==> config.mk <==
export PLATFORM = sky130hd
export DESIGN_NAME = btn_debounce
export DESIGN_NICKNAME = d
export VERILOG_FILES = /design/src/rtl/btn_debounce.sv
export SDC_FILE = /design/constraint.sdc
export NUM_CORES = 1
export LEC_CHECK = 0
export ABC_AREA = 1
export CAP_MARGIN = 5
export CELL_PAD_IN_SITES_DETAIL_PLACEMENT = 1
export CELL_PAD_IN_SITES_GLOBAL_PLACEMENT = 2
export CORE_ASPECT_RATIO = 1.1
export CORE_MARGIN = 2
export CORE_UTILIZATION = 35
export DETAILED_ROUTE_END_ITERATION = 16
export HOLD_SLACK_MARGIN = 0.03
export PLACE_DENSITY = 0.94
export SLEW_MARGIN = 10
export SYNTH_ARGS = -nofsm -noshare
export SYNTH_HDL_FRONTEND = slang
export SYNTH_SLANG_ARGS = --single-unit
==> constraint.sdc <==
create_clock -name clk -period 11.66 [get_ports clk]
set_input_delay 2.332 -clock clk [delete_from_list [all_inputs] [get_ports clk]]
set_output_delay 2.332 -clock clk [all_outputs]
set_load 0.005 [all_outputs]
==> src/rtl/btn_debounce.sv <==
// btn_debounce: 2-flop synchronizer plus per-bit stable-count filter for
// push buttons and slide switches. Each bit also produces one-clock
// rise/fall pulses and a sticky held flag that software clears via clr.
// The filter advances only on the sample strobe; the synchronizer runs
// every clock.
module btn_debounce #(
  parameter int WIDTH  = 21,
  parameter int STABLE = 4
) (
  input  logic             clk,
  input  logic             reset,
  input  logic             tick,
  input  logic [WIDTH-1:0] din,
  input  logic [WIDTH-1:0] clr,
  output logic [WIDTH-1:0] dout,
  output logic [WIDTH-1:0] rise,
  output logic [WIDTH-1:0] fall,
  output logic [WIDTH-1:0] held,
  output logic             changed
);

  localparam int CW = $clog2(STABLE + 1);
  localparam logic [CW-1:0] LAST = CW'(STABLE - 1);

  logic [WIDTH-1:0] s1;
  logic [WIDTH-1:0] s2;
  logic [CW-1:0]    cnt [WIDTH];
  logic [WIDTH-1:0] accept;
  logic [WIDTH-1:0] rise_d;
  logic [WIDTH-1:0] fall_d;

  // Two-stage synchronizer for the asynchronous pad levels.
  always_ff @(posedge clk or posedge reset) begin
    if (reset) begin
      s1 <= '0;
      s2 <= '0;
    end else begin
      s1 <= din;
      s2 <= s1;
    end
  end

  // A bit is accepted on the STABLE-th consecutive differing tick.
  always_comb begin
    accept = '0;
    for (int i = 0; i < WIDTH; i++) begin
      accept[i] = tick && (s2[i] != dout[i]) && (cnt[i] == LAST);
    end
  end

  // accept implies s2 differs from dout, so s2 alone gives the direction.
  assign rise_d = accept & s2;
  assign fall_d = accept & ~s2;

  // Per-bit run counters; any matching sample restarts the run.
  always_ff @(posedge clk or posedge reset) begin
    if (reset) begin
      for (int i = 0; i < WIDTH; i++) cnt[i] <= '0;
    end else if (tick) begin
      for (int i = 0; i < WIDTH; i++) begin
        if (s2[i] == dout[i]) begin
          cnt[i] <= '0;
        end else if (cnt[i] == LAST) begin
          cnt[i] <= '0;
        end else begin
          cnt[i] <= cnt[i] + CW'(1);
        end
      end
    end
  end

  // Registered outputs; held set takes priority over clr.
  always_ff @(posedge clk or posedge reset) begin
    if (reset) begin
      dout    <= '0;
      rise    <= '0;
      fall    <= '0;
      held    <= '0;
      changed <= 1'b0;
    end else begin
      dout    <= dout ^ accept;
      rise    <= rise_d;
      fall    <= fall_d;
      held    <= rise_d | (held & ~clr);
      changed <= |(rise_d | fall_d);
    end
  end

endmodule
==> metrics list <==
* Maximum number of pins on one net before global-route repair: about 130
- Floorplan row count: 56
- For the worst setup path, the data arrival time is between 4 and 5 ns.
- Clock slew seen by the registers of the worst setup and hold paths: approximately 0.070 ns
- Number of buffers added on ports: ~130
* Source-to-sink clock delay at the later pin of the worst-skew pair: approximately 0.43 ns
- Number of antenna cells inserted: 0
- Via count of the routed design: about 5300
- Power density over cell area: 195 nW/um^2
- STA classifies the critical path endpoint as an asynchronous set/reset pin.
- Deepest level of the CTS H-tree: 4
- Synthesis Warnings: 0
- Vias per inst: roughly 4.3
- The worst path in the final design needs a cycle of ~3.8 ns, including I/O delays and setup.
- Starting density of the core: 35.5%
* Max-Slew Margin vs Limit: between 30% and 40%
- Final critical-path share of the clock period: 32.2%
- Along the worst hold path, the cell count comes to 0.
* Peak fanout along the critical path: between 100 and 150
- Worst R2R Path Depth: 9
- Final setup viols: 0
- Detailed placement finished with a half-perimeter wire length of about 11000 microns.
- In this run, synthesis produced a sequential element count of 190.
- Via count of the first global-routing pass: 5708
- In the final layout, the multi-input gates occupy approximately 2000 sq um.
* Number of iterations in the first detailed-routing pass: 4
- Post-CTS Setup Inserts: 0
- The flow ran to the end, and the final reports show no timing, DRC or antenna violations.
* DR DRC count: 0
- First DRT Iteration DRCs: between 150 and 200
- The first global-routing pass estimated 26100 microns of wire.
* Aggregate routed wire length: between 15000 and 20000 microns
- The setup path with the least slack is of type in -> async.
- Register cell area after layout: 4750 sq um
- The cell sitting at the root of the clock tree is a clkbuf_16.
* Fill cell instance count of the final layout: about 2400
- The path class of the tightest hold or removal check is reg -> reg.
* Total routing resource utilization after global routing: roughly 15%
- Count of different cell masters after synthesis: 22
- Clock skew on the completed layout was measured at approximately 0.011 ns.
- The synthesized netlist occupies a cell area of about 7500 sq um.
* Vert. Die Dim: between 150 and 200 microns
- Area of the core region: around 21000 sq um
* Drt wl/cell: ~13 microns
- Area growth from synthesis to layout: 29.2%
- At the end of the flow, the number of nets in the layout was slightly below 1000.
- Final hold violations: 0
- Number of routed nets with antenna violations: 0
- Initial antenna violation count: 0
- Die Outline Area: 22700 sq um
- Critical path startpoint category: primary input
- Setup repair after global routing left no endpoint under its margin.
- Timing would allow up to 266 MHz.
* Last weighted congestion value of the routability-driven placer: 0.694
- Die W: 144 microns
- I/O Pins: 130
* Worst IR Drop VDD: 0.103 mV
- Count of hold-fix buffers inserted at cts: 0
- Max-cap check violation count: 0
* Sequential fraction of the synthesis area: 63.1%
- The tightest hold path in the finished design has a slack of 0.351 ns.
- Aggregate negative setup slack: 0 ns
- When the netlist entered floorplanning its net count stood at around 850.
- The tree built by TritonCTS fans out to 190 sinks.
- Gates resized during post-CTS repair numbered 0.
- Each instance of the synthesized netlist takes up on average 9.67 sq um.
- In this run the static leakage power is between 5 and 6 nW.
* CP required: 12.12 ns
* Clock buffer depth: 2
- Synthesis produced a netlist whose cell count is between 700 and 800.
- Clock tree from TritonCTS: done
- Max-slew violation total from the final report: 0
- TritonCTS created 17 clock buffers.
- Gr ovfl total: 0
- Fraction of layout cells with a size suffix above 1: under 10%
* Transition time at the pin with the least slew margin: about 0.94 ns
==> area by class of cell <==
type,count,area share (%)
Inverter,193,7.52
Clock buffer,18,4.51
Clock inverter,14,1.88
Multi-Input combinational cell,384,20.2
Timing Repair Buffer,131,13.4
Tap cell,290,3.73
Sequential cell,190,48.8
==> routing by layer <==
metal	wire (microns)	track usage [%]	up-vias	part of all wire, %
li1	-	-	2616	-
met1	6710	17.4	2576	43
met2	7850	25.6	84	51
met3	611	3.39	21	3.9
met4	334	5.79	0	2.2
met5	0	0	-	0
==> report_power, final <==
part / switching, W / leakage [nW] / internal, W
clock network: 0.000263 / 0.293 / 0.000348
registers: 0.0000782 / 2.50 / 0.000770
logic: 0.000233 / 2.49 / 0.000205
==> cells in the final DEF, fill, tap and decap left out, drive strengths merged <==
| cell type | n |
|---|---|
| nand2 | 211 |
| inv | 197 |
| dfrtp | 190 |
| clkdlybuf4s50 | 128 |
| o22ai | 35 |
| o21ai | 34 |
| nand3 | 28 |
| nor2 | 26 |
| ha | 21 |
| a21boi | 20 |
| clkbuf | 18 |
| xor2 | 6 |
| clkinvlp | 4 |
| bufinv | 3 |
| buf | 3 |
| clkinv | 3 |
| nor3 | 1 |
| nand3b | 1 |
| a21oi | 1 |
==> critical path, cell delays in order <==
cell             delay [ns]
clkdlybuf4s50_1        0.49
inv_8                  0.58
buf_4                  0.77
==> cell families (layout without fill, tap and decap cells) <==
kind of cell / after synthesis / in the layout / share of synthesized area, %
xor gates and xnor gates: 6 / 6 / 0.697
DFF: 190 / 190 / 63.1
and+or+nand+nor: 267 / 267 / 14.6
buffers and inverters: 205 / 356 / 10.8
AOI/OAI and AO/OA: 90 / 90 / 7.27
adders and majority gates: 21 / 21 / 3.49
==> cell usage after synthesis <==
cell	instances	area, sq um
nand3_1	18	90.1
buf_2	4	20.0
clkbuf_1	2	7.51
nand3b_1	1	7.51
nand2_2	3	18.8
o22ai_1	35	219
ha_1	21	263
o21ai_0	33	165
buf_12	1	20.0
nand2_1	208	781
a21oi_1	1	5.00
inv_1	189	709
o21ai_2	1	8.76
xor2_1	6	52.6
a21boi_0	20	150
buf_6	2	22.5
dfrtp_1	190	4750
nor2_1	26	97.6
inv_2	4	15.0
buf_4	3	22.5
nor3_1	1	5.00
nand3_2	10	100
==> flip-flops by register name (all words and copies together), names as in the netlist <==
signal,cells
changed,1
cnt,63
dout,21
fall,21
held,21
rise,21
s1,21
s2,21
==> through the flow <==
stage	utilization, %	instances	worst slack [ns]	total power [W]	instance area, sq um
floorplan	-	779	4.16	0.00113	7530
detailed placement	42.9	1188	7.23	0.00130	9120
finish	45.9	1220	7.90	0.00190	9740
CTS	45.9	1220	7.70	0.00193	9740
global placement	42.9	1188	7.28	0.00128	9120
global route	45.9	1220	7.54	0.00204	9740
==> path summary, 6_finish.rpt <==
check / startpoint / to / slack (ns)
worst max-delay path: reset / cnt[61] / 7.90
worst min-delay path: s1[0] / s2[0] / 0.35
worst max register to register: cnt[48] / changed / 10.19
worst min register to register: s1[0] / s2[0] / 0.35
max in group clk: dout[6] / dout[6] / 7.95
min in group asynchronous: reset / cnt[7] / 2.45
Note: power is estimated with default switching activity, not from simulation.
